<file path="config.mk">
export PLATFORM = sky130hd
export DESIGN_NAME = uart_rx_deserializer
export DESIGN_NICKNAME = d
export VERILOG_FILES = /design/src/rtl/uart_rx_deserializer.sv
export SDC_FILE = /design/constraint.sdc
export NUM_CORES = 1
export LEC_CHECK = 0
export ABC_AREA = 0
export CAP_MARGIN = 25
export CORE_MARGIN = 2
export CORE_UTILIZATION = 50
export CTS_BUF_LIST = sky130_fd_sc_hd__clkbuf_8
export CTS_CLUSTER_DIAMETER = 30
export DETAILED_ROUTE_END_ITERATION = 8
export PLACE_DENSITY = 0.7
export SYNTH_ARGS = -nofsm -noshare
export SYNTH_HDL_FRONTEND = slang
export SYNTH_SLANG_ARGS = --single-unit
</file>
<file path="constraint.sdc">
create_clock -name clk -period 2.2 [get_ports clk]
set_input_delay 0.44 -clock clk [delete_from_list [all_inputs] [get_ports clk]]
set_output_delay 0.44 -clock clk [all_outputs]
set_load 0.03 [all_outputs]
</file>
<file path="src/rtl/uart_rx_deserializer.sv">
// UART receive deserializer: 2-flop synchronized rx, start/data/stop sampling at bit centres.
// Optional 8E1 framing with parity checking when UART_RX_PARITY_EN is defined.
`timescale 1ns/1ps
module uart_rx_deserializer #(
    parameter int CLKS_PER_BIT = 868
) (
    input  logic       clk,
    input  logic       reset,
    input  logic       rx,
    output logic [7:0] data_out,
    output logic       data_valid,
    output logic       frame_err,
    output logic       parity_err,
    output logic       busy
);

    localparam int H  = CLKS_PER_BIT / 2;
    localparam int CW = $clog2(CLKS_PER_BIT);

    typedef enum logic [2:0] {
        IDLE,
        START,
        DATA,
        PARITY,
        STOP
    } state_t;

    state_t          state;
    logic            rx_m;
    logic            rx_s;
    logic            armed;
    logic [2:0]      bit_idx;
    logic [CW-1:0]   cnt;
    logic [7:0]      shreg;
`ifdef UART_RX_PARITY_EN
    logic            par_acc;
`endif

    always_ff @(posedge clk) begin
        if (reset) begin
            rx_m       <= 1'b1;
            rx_s       <= 1'b1;
            state      <= IDLE;
            armed      <= 1'b0;
            bit_idx    <= 3'd0;
            cnt        <= '0;
            shreg      <= 8'h00;
            data_out   <= 8'h00;
            data_valid <= 1'b0;
            frame_err  <= 1'b0;
            parity_err <= 1'b0;
            busy       <= 1'b0;
`ifdef UART_RX_PARITY_EN
            par_acc    <= 1'b0;
`endif
        end else begin
            rx_m       <= rx;
            rx_s       <= rx_m;
            data_valid <= 1'b0;
            frame_err  <= 1'b0;
            parity_err <= 1'b0;

            case (state)
                IDLE: begin
                    // A start edge only counts after the line has been seen high.
                    if (armed && !rx_s) begin
                        state <= START;
                        cnt   <= '0;
                        armed <= 1'b0;
                        busy  <= 1'b1;
                    end else if (rx_s) begin
                        armed <= 1'b1;
                    end
                end

                START: begin
                    if (cnt == CW'(H - 1)) begin
                        cnt <= '0;
                        if (!rx_s) begin
                            state   <= DATA;
                            bit_idx <= 3'd0;
`ifdef UART_RX_PARITY_EN
                            par_acc <= 1'b0;
`endif
                        end else begin
                            state <= IDLE;
                            busy  <= 1'b0;
                        end
                    end else begin
                        cnt <= cnt + CW'(1);
                    end
                end

                DATA: begin
                    if (cnt == CW'(CLKS_PER_BIT - 1)) begin
                        cnt            <= '0;
                        shreg[bit_idx] <= rx_s;
`ifdef UART_RX_PARITY_EN
                        par_acc        <= par_acc ^ rx_s;
`endif
                        if (bit_idx == 3'd7) begin
`ifdef UART_RX_PARITY_EN
                            state <= PARITY;
`else
                            state <= STOP;
`endif
                        end else begin
                            bit_idx <= bit_idx + 3'd1;
                        end
                    end else begin
                        cnt <= cnt + CW'(1);
                    end
                end

`ifdef UART_RX_PARITY_EN
                PARITY: begin
                    if (cnt == CW'(CLKS_PER_BIT - 1)) begin
                        cnt     <= '0;
                        par_acc <= par_acc ^ rx_s;
                        state   <= STOP;
                    end else begin
                        cnt <= cnt + CW'(1);
                    end
                end
`endif

                STOP: begin
                    if (cnt == CW'(CLKS_PER_BIT - 1)) begin
                        cnt   <= '0;
                        state <= IDLE;
                        busy  <= 1'b0;
                        if (!rx_s) begin
                            frame_err <= 1'b1;
`ifdef UART_RX_PARITY_EN
                        end else if (par_acc) begin
                            parity_err <= 1'b1;
`endif
                        end else begin
                            data_out   <= shreg;
                            data_valid <= 1'b1;
                        end
                    end else begin
                        cnt <= cnt + CW'(1);
                    end
                end

                default: begin
                    state <= IDLE;
                    busy  <= 1'b0;
                end
            endcase
        end
    end

endmodule

</file>
# Word level (Yosys, flattened, before mapping)
# Cells that the tools add are included.
[totals]
regBits = 38
latchBits = 0
word_cells = 76
memories = 0
mem_bits_rw = 0
inputBits = 3
out_inout_bits = 12
mem_bits_ro = 0
[op_classes]
shift = 0
eq_ne = 14
add_sub_neg = 2
n_mux = 28
order_cmp = 2
n_reduce_logical = 16
n_div = 0
bitwise = 3
n_mul = 0
[ops]
columns = ["cell", "n"]
rows = [
  ["$mux 10", 3],
  ["$pmux 10 s3", 1],
  ["$mux 3", 9],
  ["$ne 2x2->1 const B", 8],
  ["$reduce_and 5->1", 3],
  ["$pmux 3 s4", 1],
  ["$add 10x1->10 const B", 1],
  ["$eq 10x10->1 const B", 1],
  ["$eq 10x9->1 const B", 1],
  ["$mux 1", 9],
  ["$bwmux 8", 1],
  ["$eq 3x3->1 const B", 2],
  ["$pmux 3 s2", 1],
  ["$reduce_and 2->1", 3],
  ["$lt 3x4->1 const B", 1],
  ["$pmux 1 s4", 1],
  ["$reduce_bool 2->1", 2],
  ["$add 3x1->3 const B", 1],
  ["$demux 1 s3", 1],
  ["$eq 3x1->1 const B", 1],
  ["$eq 3x2->1 const B", 1],
  ["$ge 3x1->1 const B", 1],
  ["$logic_not 3->1", 1],
  ["$not 1->1", 3],
  ["other kinds (7)", 8],
]

# Depth between registers and ports, before layout
[logic_depth]
word_depth = 5
ltp_mapped = 8
ltp_nobuf = 7

# Worst setup path before layout
# Ideal clock, no wire load.
[synth_timing]
path_type = "register -> register"
startpoint = "register cnt[0]"
endpoint = "register state[2]"
setup_ps = 86
n_path_buf = 0
period_less_slack_ps = 1673
path_slack_ps = 527
t_arrival_ps = 1588
path_stages_with_launch = 7
required_ps = 2114
cell_sequence = "dfxtp_1 ha_1 nor2b_1 nand3_1 a311oi_2 a31oi_1 a211oi_1"
[synth_via]
elab_chain_cells = 3
elab_cells_between_ends = 6
classes_between = "eq/ne (5); reduce/logical (1)"
[synth_lines]
columns = ["item", "line_no", "source"]
rows = [
  ["from (decl)", "33", "logic [CW-1:0] cnt;"],
  ["from (signal assigned)", "90", "cnt <= cnt + CW'(1);"],
  ["from (signal assigned)", "111", "cnt <= cnt + CW'(1);"],
  ["from (signal assigned)", "143", "cnt <= cnt + CW'(1);"],
  ["$eq 10x10->1 or $eq 10x9->1 (tied branches)", "95, 128, 77", ""],
  ["$ne 2x2->1 (no source line)", "-", ""],
  ["$reduce_and 5->1 (no source line) (*)", "-", ""],
  ["to (signal assigned)", "105", "state <= STOP;"],
  ["to (signal assigned)", "130", "state <= IDLE;"],
  ["to (signal assigned)", "148", "state <= IDLE;"],
  ["to (decl)", "28", "state_t state;"],
]
# Mark *: on every way between the ends. The rest lies on a longest branch, timed or not.
# A chain may end at the register's enable or synchronous reset.

# Final worst setup path
# Ends and elaborated chain as after synthesis.

==> summary.md <==
| Metric | Value |
|---|---|
| Syn-to-layout area delta | 12.9% |
| GRT Overall Usage | 20.5% |
| Fraction of registers with async set or reset after synthesis | 0% |
| FF+latch count, synth | 38 |
| Peak Freq | 0.502 GHz |
| CTS Buf Count | 5 |
| Clock Power Share | 34.9% |
| Worst Setup Start Kind | register |
| Worst EP required | 2.41 ns |
| Crit path kind | register to register |
| H-Tree Level Count | 2 |
| Syn Nets | 216 |
| Initial antenna violation count | 0 |
| Worst EP arrival | 2.20 ns |
| DRT antenna net count | 0 |
| Detailed placer's ending HPWL | 2840 um |
| Diodes inserted | 0 |
| Grt ovf | 0 |
| Setup ws final | 0.209 ns |
| Pre-CTS worst setup slack | 0.0623 ns |
| Slew @ Worst Pin | 0.506 ns |
| Post-Syn Instances | 209 |
| Final hold violations | 0 |
| YS warnings | 0 |
| PD cells | 665 nW/um^2 |
| Cell variety after synth | 45 |
| Largest stage delay on the critical path | 0.46 ns |
| Iter 0 DRT Violations | 95 |
| Max-slew headroom at the worst pin | 66.2% |
| Adder-Cell Fraction of Synth Area | 3.16% |
| Total internal power | 1.04 mW |
| Die area | 4300 um^2 |
| CTS tree | yes |
| Clock slew at reported path FFs | 0.08 ns |
| CP top delay family | compound AO/OA/AOI/OAI gates |
| Synth top area share | 40.1% |
| Buffers on Ports | 13 |
| Post-synthesis compound-gate area fraction | 11.5% |
| Post-layout minimum cycle time | 1.99 ns |
| First-pass GRT wire length | 6670 um |
| Reg area | 761 um^2 |
| Fill cell count | 323 |
| GP Congestion | 0.854 |
| Area contributors post-synth | dfxtp_1, mux2i_1, nor2_1, a31oi_1, ha_1 |
| Cell area after synthesis | 1900 um^2 |
| Worst clock skew | 0.00497 ns |
| Synth area leader | dfxtp_1 |
| Post-synthesis mux area share | 10.0% |
| Post-synth EDFFs | 0 |
| Clk root buf | clkbuf_8 |
| Sequential share of power | 51.8% |
| VDD IR max | 0.000446 V |
| Largest family of logic cells by synthesized area | simple AND/OR/NAND/NOR gates |
| Post-synthesis sequential area ratio | 40.1% |
| Setup_tns | 0 ns |
| Slowest cell on the critical path | a311oi_2 |
| Site Rows | 22 |
| Xor/xnor share of the synthesized area | 1.85% |
| Core area | 3660 um^2 |
| HP Class | register to register |
| Most frequent cell after synthesis | dfxtp_1 |
| Multi-input gate area | 1040 um^2 |
| Via/cell ratio | 5.65 |
| Die H | 65.6 um |
| Worst-path fanout max | 6 |
| Worst path cell trace | ha_1 > nor2b_1 > nand3_1 > a311oi_2 > a31oi_1 > a211oi_1 |
| P_sw | 0.384 mW |
| Hold-fix buffer count after cts | 0 |
| Setup repair after global routing missed its margin | false |
| Leakage | 0.839 nW |
| Post-DR wirelength/cell | 14.8 um |
| DR vias | 1508 |
| Syn_area_per_cell | 9.08 um^2 |
| Vias in the first global route | 1521 |
| Synth cell count leaders | dfxtp_1, nor2_1, mux2i_1 |
| Largest net degree at the start of global routing | 30 |
| Share of layout cells above drive strength 1 | 11.0% |
| CP Buf/Inv Count | 0 |
| Commonest register cell after synthesis | dfxtp_1 |
| Outcome | finished, final reports clean |
| Clock sink count | 38 |
| IO Count | 15 |
| Max cap viols | 0 |
| Fin. max-slew vios | 0 |
| Final WL | 3960 um |
| CTS max path bufs | 2 |
| Die width | 65.6 um |
| Final Cycle Share | 90.5% |
| First-pass iteration count of the detailed router | 4 |
| Synth Area in Simple Gates | 27.6% |
| DRC errors left | 0 |
| Worst skew pair latency | 0.29 ns |
| Switching share of power | 27.0% |
| # nets final | 225 |
| Setup violations, final | 0 |
| Initial Util | 51.8% |
| Worst Setup End Kind | register |
| Logic pwr share | 13.3% |
==> path summary, 6_finish.rpt <==
kind	start	endpoint	slack, ns	depth (start not counted)
setup / recovery	cnt[0]	state[2]	0.21	6
hold / removal	rx_m	rx_s	0.42	1
setup reg to reg	cnt[0]	state[2]	0.21	6
hold reg to reg	rx_m	rx_s	0.42	1
==> routing by layer <==
metal  vias up  GRT usage (%)  wire, um
li1        763              -         -
met1       683           25.5      1710
met2        54           32.5      1930
met3         8           4.62       244
met4         0           11.7        83
met5         -              0         0
==> cell usage in the layout (no fill, tap or decap), types with 2 or more instances in the layout <==
cell,synthesis,routed
nand4_1,4,4
nor4_1,3,3
nor4b_2,2,2
nand2b_1,6,6
or3b_1,2,2
a31oi_1,9,9
clkbuf_8,0,6
nand3_1,9,9
nor2_1,27,27
nor3_1,3,3
nand2_1,10,10
mux2i_1,19,19
inv_1,5,5
xnor2_1,3,3
a211oi_1,2,2
and4b_1,2,2
and3_1,4,4
or2_2,4,4
nor2b_1,4,4
a21oi_1,9,9
dfxtp_1,38,38
and2_1,2,2
clkdlybuf4s50_1,0,13
ha_1,4,4
and4_1,3,3
buf_4,2,5
a22o_1,2,2
==> what timing repair did <==
item	4_1_cts	5_1_grt
gates resized for setup	0	1
setup endpoints to repair	0	5
setup buffers	0	0
==> power groups by stage <==
stage / Clock [mW] / Combinational [mW] / Sequential (mW)
global placement: 0 / 0.179 / 0.751
finish: 0.498 / 0.189 / 0.738
detailed placement: 0 / 0.183 / 0.754
global route: 0.537 / 0.208 / 0.741
floorplan: 0 / 0.138 / 0.750
CTS: 0.517 / 0.186 / 0.738
==> layout make-up <==
type                    count  area share [%]
clock buffers               6            3.86
clock inverters             2           0.584
flip-flops and latches     38            35.5
repair buffers             18            7.83
well taps                  48            2.80
inverters                   5           0.876
multi-input cells         150            48.5
==> state kept, by name, summed over array words and instances, names as in the netlist, 3 cells and up <==
| name | flops |
|---|---|
| bit_idx | 3 |
| cnt | 10 |
| data_out | 8 |
| shreg | 8 |
| state | 3 |
==> metrics by stage <==
step / utilization, % / std cells / cell area, um^2 / hold slack [ns] / power (mW)
floorplan: - / 209 / 1900 / 0.389 / 0.888
global placement: 55.7 / 259 / 2040 / 0.391 / 0.929
detailed placement: 55.7 / 259 / 2040 / 0.408 / 0.937
CTS: 58.3 / 267 / 2130 / 0.431 / 1.44
global route: 58.5 / 267 / 2140 / 0.444 / 1.49
finish: 58.5 / 267 / 2140 / 0.424 / 1.42
==> kinds of logic after synthesis <==
family          after synthesis
xor+xnor                      4
other cells                   1
fa+ha+maj                     5
flops                        38
buf+inv                      21
mux                          19
simple gates                 90
compound gates               31
Note: power is estimated with default switching activity, not from simulation.
==> patch 1: new RTL, same flow settings <==
The option `UART_RX_PARITY_EN` is turned on by a define.
--- a/src/rtl/uart_rx_deserializer.sv
+++ b/src/rtl/uart_rx_deserializer.sv
@@ -2,4 +2,6 @@
 // Optional 8E1 framing with parity checking when UART_RX_PARITY_EN is defined.
 `timescale 1ns/1ps
+`define UART_RX_PARITY_EN
+
 module uart_rx_deserializer #(
     parameter int CLKS_PER_BIT = 868
Formal check against the unedited RTL: same outputs for any inputs over 10 cycles, from zero or initial values and one cycle with reset high; that may be too few to reach the edited logic, so the function may still have changed.
==> patch 1 against the original RTL <==
Final area is 7.4% higher. Setup slack got worse by 0.093 ns. Critical path depth is 1 higher. Synthesized area grew 0.46%. Wire length is 1.4% higher. Sequential cell count increased by 2. Global-route usage decreased by 0.15 points. Critical path type unchanged. Critical endpoint is now state[0].
Power is not compared: it rests on default switching activity, and its combinational part moved more than twofold at a synthesized area within 25%.
==> patch 1: results (changes against the original RTL) <==
Half-perimeter wire length of the detailed placement result: 2940 µm (+3.3%). The flow ran to the end, and the final reports show no timing, DRC or antenna violations. The run gives 42.0% (+1.9 points) as the sequential fraction of the synthesis area.

The unique cell type count in the Yosys netlist came out at 41 (-8.9%). The total number of vias was 1,705 (+13%); the number of buffer cells added on primary ports was 14 (+1). Pre-CTS worst setup slack: -0.0123 ns (-0.0746 ns). The commonest cells after synthesis are sky130_fd_sc_hd__dfxtp_1 (40), sky130_fd_sc_hd__nor2_1 (29), sky130_fd_sc_hd__mux2i_1 (19).

The endpoint arrival time on the critical path is 2.31 ns (+0.11 ns). The violation count after the first detailed-routing iteration came out at 63 (-34%). For this design the static power due to leakage is 0.881 nW. The detail-routed via count per cell was 5.86 (+3.7%). For the final net count, the log shows 250 (+11%). The tools report the routability-driven placement congestion ratio as 0.847 (-0.77%).

The run gives 247 µm (+1.2%) as the sum of met3 wire segment lengths after detailed routing. Minimum hold slack: 0.420 ns (-0.00397 ns). The insertion delay of the later-clocked pin in the worst-skew pair was 0.30 ns. The cell count after placement came out at 283 (+9.3%). On the critical path the largest part of the delay comes from simple AND/OR/NAND/NOR gates. The final wirelength was 4020 µm (+1.4%); the net count after synthesis was 227 (+5.1%). The run gives 16 (-47%) as the pin count of the biggest net entering global routing. By area the synthesized netlist is led by sky130_fd_sc_hd__dfxtp_1 (42%), sky130_fd_sc_hd__mux2i_1 (10%), sky130_fd_sc_hd__nor2_1 (5.7%). The total met2 wirelength after detailed routing came out at 1900 µm (-1.2%).

The measured slew at the worst slew-check pin was 0.508 ns (+0.00238 ns). The logic depth of the worst register-to-register path is 7 (+1), and the global routing usage on met2 is 32.6% (+0.050 points). The final cycle utilization of the critical path came out at 94.7% (+4.2 points). The synthesized area per cell came out at 8.71 µm² (-4.1%). The number of global-route vias before repair was 1,586 (+4.3%); the detailed-router iteration count before antenna repair was 5 (+1). The largest driver fanout on the critical path was 5 (-1). For the overall fraction of global-route tracks in use, the log shows 20.3% (-0.15 points). The critical register-to-register path startpoint is cnt[1].

The global-route wire length before repair was 6910 µm (+3.7%); the reg2reg setup slack was 0.12 ns (-0.09 ns). The met3 track demand over resource was 5.82% (+1.2 points); the post-place instance area was 2160 µm² (+6.2%).
==> patch 1: cell types whose count changed in the layout (fill, tap and decap cells not counted), sizes merged, moves of 3 or more <==
cell,before,now
buf,5,15
nand4,4,9
o21ai,1,4
or3,0,9
or4,0,3
xnor2,3,0
==> patch 1: layout make-up <==
type | instances | area (µm²)
fill | 305 | 1360
multi-input combinational | 160 | 1050
clock inverter | 3 | 47.5
inverter | 6 | 22.5
clock buffer | 5 | 68.8
tap | 48 | 60.1
sequential | 40 | 803
timing repair buffer | 29 | 253
==> patch 1: logic make-up after synthesis <==
family / after synthesis / share of synthesized area (%)
AOI/OAI and AO/OA: 32 / 10.8
buffers and inverters: 19 / 4.07
DFF: 40 / 42.0
adders and majority gates: 5 / 3.28
muxes: 19 / 9.97
and+or+nand+nor: 104 / 29.9
==> patch 1: how the worst max path moves through the flow <==
stage | depth (start not counted) | endpoint | slack, ns
after global routing | 7 | state[0] | 0.02
after global placement | 5 | state[0] | 0.06
final | 7 | state[0] | 0.12
after detailed placement | 6 | data_out[3] | -0.01
after CTS | 5 | state[0] | 0.03
after floorplan | 5 | state[0] | 0.18
==> patch 1: timing repair <==
| item | in CTS | in global routing |
|---|---|---|
| buffers inserted | 0 | 0 |
| endpoints found under the setup margin | 1 | 13 |
| pin swaps | 0 | 1 |
| resized for setup | 1 | 4 |
==> patch 1: power groups by stage <==
stage          Combinational, mW  Clock [mW]  Sequential, mW
2_1_floorplan             0.0273           0           0.749
3_3_place_gp              0.0447           0           0.747
3_5_place_dp              0.0456           0           0.748
4_1_cts                   0.0460       0.620           0.731
5_1_grt                   0.0511       0.654           0.731
6_report                  0.0465       0.613           0.731
==> patch 2: new RTL, same settings <==
Made on the original files. Re-encode `state_t` (5 states) as Gray code, 3 bits wide.
--- a/src/rtl/uart_rx_deserializer.sv
+++ b/src/rtl/uart_rx_deserializer.sv
@@ -19,9 +19,9 @@
 
     typedef enum logic [2:0] {
-        IDLE,
-        START,
-        DATA,
-        PARITY,
-        STOP
+        IDLE   = 3'b000,
+        START  = 3'b001,
+        DATA   = 3'b011,
+        PARITY = 3'b010,
+        STOP   = 3'b110
     } state_t;
 
Formal check against the unedited RTL: no difference found for any inputs over 10 cycles, from zero or initial values and one cycle with reset high; not proved beyond that.
==> patch 2 against the original RTL <==
Via count grew 7.8%. Sequential cell count is the same. Final area grew 3.9%. Wire length up 0.76%. Global-route usage decreased by 0.25 points. Synthesized area unchanged. Setup slack worse by 0.072 ns. First-iteration DRC count grew 35%. Final cell count up 6.4%. Highest routed layer unchanged. Hold slack worse by 0.0028 ns.
Power is not compared: it rests on default switching activity, and its combinational part moved more than twofold at a synthesized area within 25%.
==> patch 2: results (changes against the original RTL) <==
The post-place instance area came out at 2060 µm² (+1.0%). The flow ran to the end, and the final reports show no timing, DRC or antenna violations. For the final wirelength, the log shows 3990 µm (+0.76%). The tools report the routability-driven placement congestion ratio as 0.843 (-1.2%). The tools report the count of multi-input combinational gates as 163 (+8.7%). The worst register-to-register path ends at shreg[2]. For the number of global-route vias before repair, the log shows 1,450 (-4.7%).

The violation count after the first detailed-routing iteration came out at 128 (+35%). The logs give 24 (-20%) for the pin count of the biggest net entering global routing and 1050 µm² (+0.96%) for the area of the multi-input gates. The non-clock buffering overhead in the final layout was 8.89% (+1.1 points). The worst-case IR drop observed on VDD is 0.403 mV.

The slowest stage cell on the critical path was sky130_fd_sc_hd__or3_1. The endpoint arrival time on the critical path was 2.28 ns (+0.08 ns); the clock tree buffer count of the final layout was 5 (-1). The global-route wire length before repair was 6690 µm (+0.32%). The relative max-transition margin is 63.8% (-2.4 points), and the final clock skew is 0.00575 ns (+0.000783 ns). Buffer count excluding the clock tree in the final layout: 22 (+4).

The largest driver fanout on the critical path was 8 (+2); the unique cell type count in the Yosys netlist was 44 (-2.2%). The tools report the count of final max-slew check failures as 0 (unchanged). The net count after synthesis came out at 229 (+6.0%). The overall fraction of global-route tracks in use came out at 20.2% (-0.25 points).

The logs give 242 (+7.6%) for the final net count and 0.14 ns (-0.07 ns) for the reg2reg setup slack. The register fraction of the total cell area was 34.2% (-1.3 points). The tools report the combinational cell power as 0.514 mW. The half-perimeter wire length of the detailed placement result came out at 2750 µm (-3.3%). The ratio of cells with drive above 1 in the final layout is 12.3% (+1.3 points).

The minimum hold slack came out at 0.422 ns (-0.00282 ns). The tools report the pre-CTS worst setup slack as 0.0463 ns (-0.0160 ns). After synthesis, the cell types taking the most area are sky130_fd_sc_hd__dfxtp_1 (40%), sky130_fd_sc_hd__mux2i_1 (6.9%), sky130_fd_sc_hd__nand2_1 (4.4%).
[patch 2: cell count changes after synthesis, moves of 4 or more]
cell,before,now
sky130_fd_sc_hd__nor2_1,27,21
sky130_fd_sc_hd__nand2_1,10,22
sky130_fd_sc_hd__or3_1,0,7
sky130_fd_sc_hd__o21ai_0,1,11
sky130_fd_sc_hd__nand3b_1,0,4
sky130_fd_sc_hd__mux2i_1,19,13
[patch 2: layer usage]
layer	track usage, %	share of wire [%]
met1	27.1	50
met2	31.1	45
met5	0	0
met4	6.77	1.0
met3	5.99	4.0
[patch 2: worst max path at each step]
stage	start	end	slack [ns]	cells past startpoint
floorplan	cnt[0]	data_out[1]	0.21	8
global placement	cnt[0]	data_out[6]	0.17	6
detailed placement	cnt[0]	data_out[1]	0.05	6
CTS	cnt[0]	data_out[1]	0.03	6
global route	cnt[0]	shreg[0]	-0.01	7
finish	cnt[0]	shreg[2]	0.14	6
[patch 2: logic make-up (layout without fill, tap and decap cells)]
kind of cell / Yosys count / count (layout) / share of synthesized area, %
adders and majority gates: 4 / 4 / 2.64
AOI/OAI and AO/OA: 44 / 44 / 14.6
DFF: 38 / 38 / 40.1
other: 1 / 1 / 0.198
muxes: 13 / 13 / 6.86
and+or+nand+nor: 101 / 101 / 29.6
buffers and inverters: 21 / 35 / 6.06
[patch 2: stage by stage]
stage                     total power [mW]  util, %  cells
after floorplan                       1.20        -    222
after global placement                1.31     56.3    276
after detailed placement              1.32     56.3    276
after CTS                             2.03     60.0    284
after global routing                  2.14     60.8    284
final                                 2.04     60.8    284
[patch 2: worst max-delay path, delay by kind of cell, from the launching register on]
kind                       cells  cell delay (ns)
buffers and inverters          1             0.20
adders and majority gates      1             0.21
AOI/OAI and AO/OA              1             0.12
DFF                            1             0.35
and+or+nand+nor                3             1.12
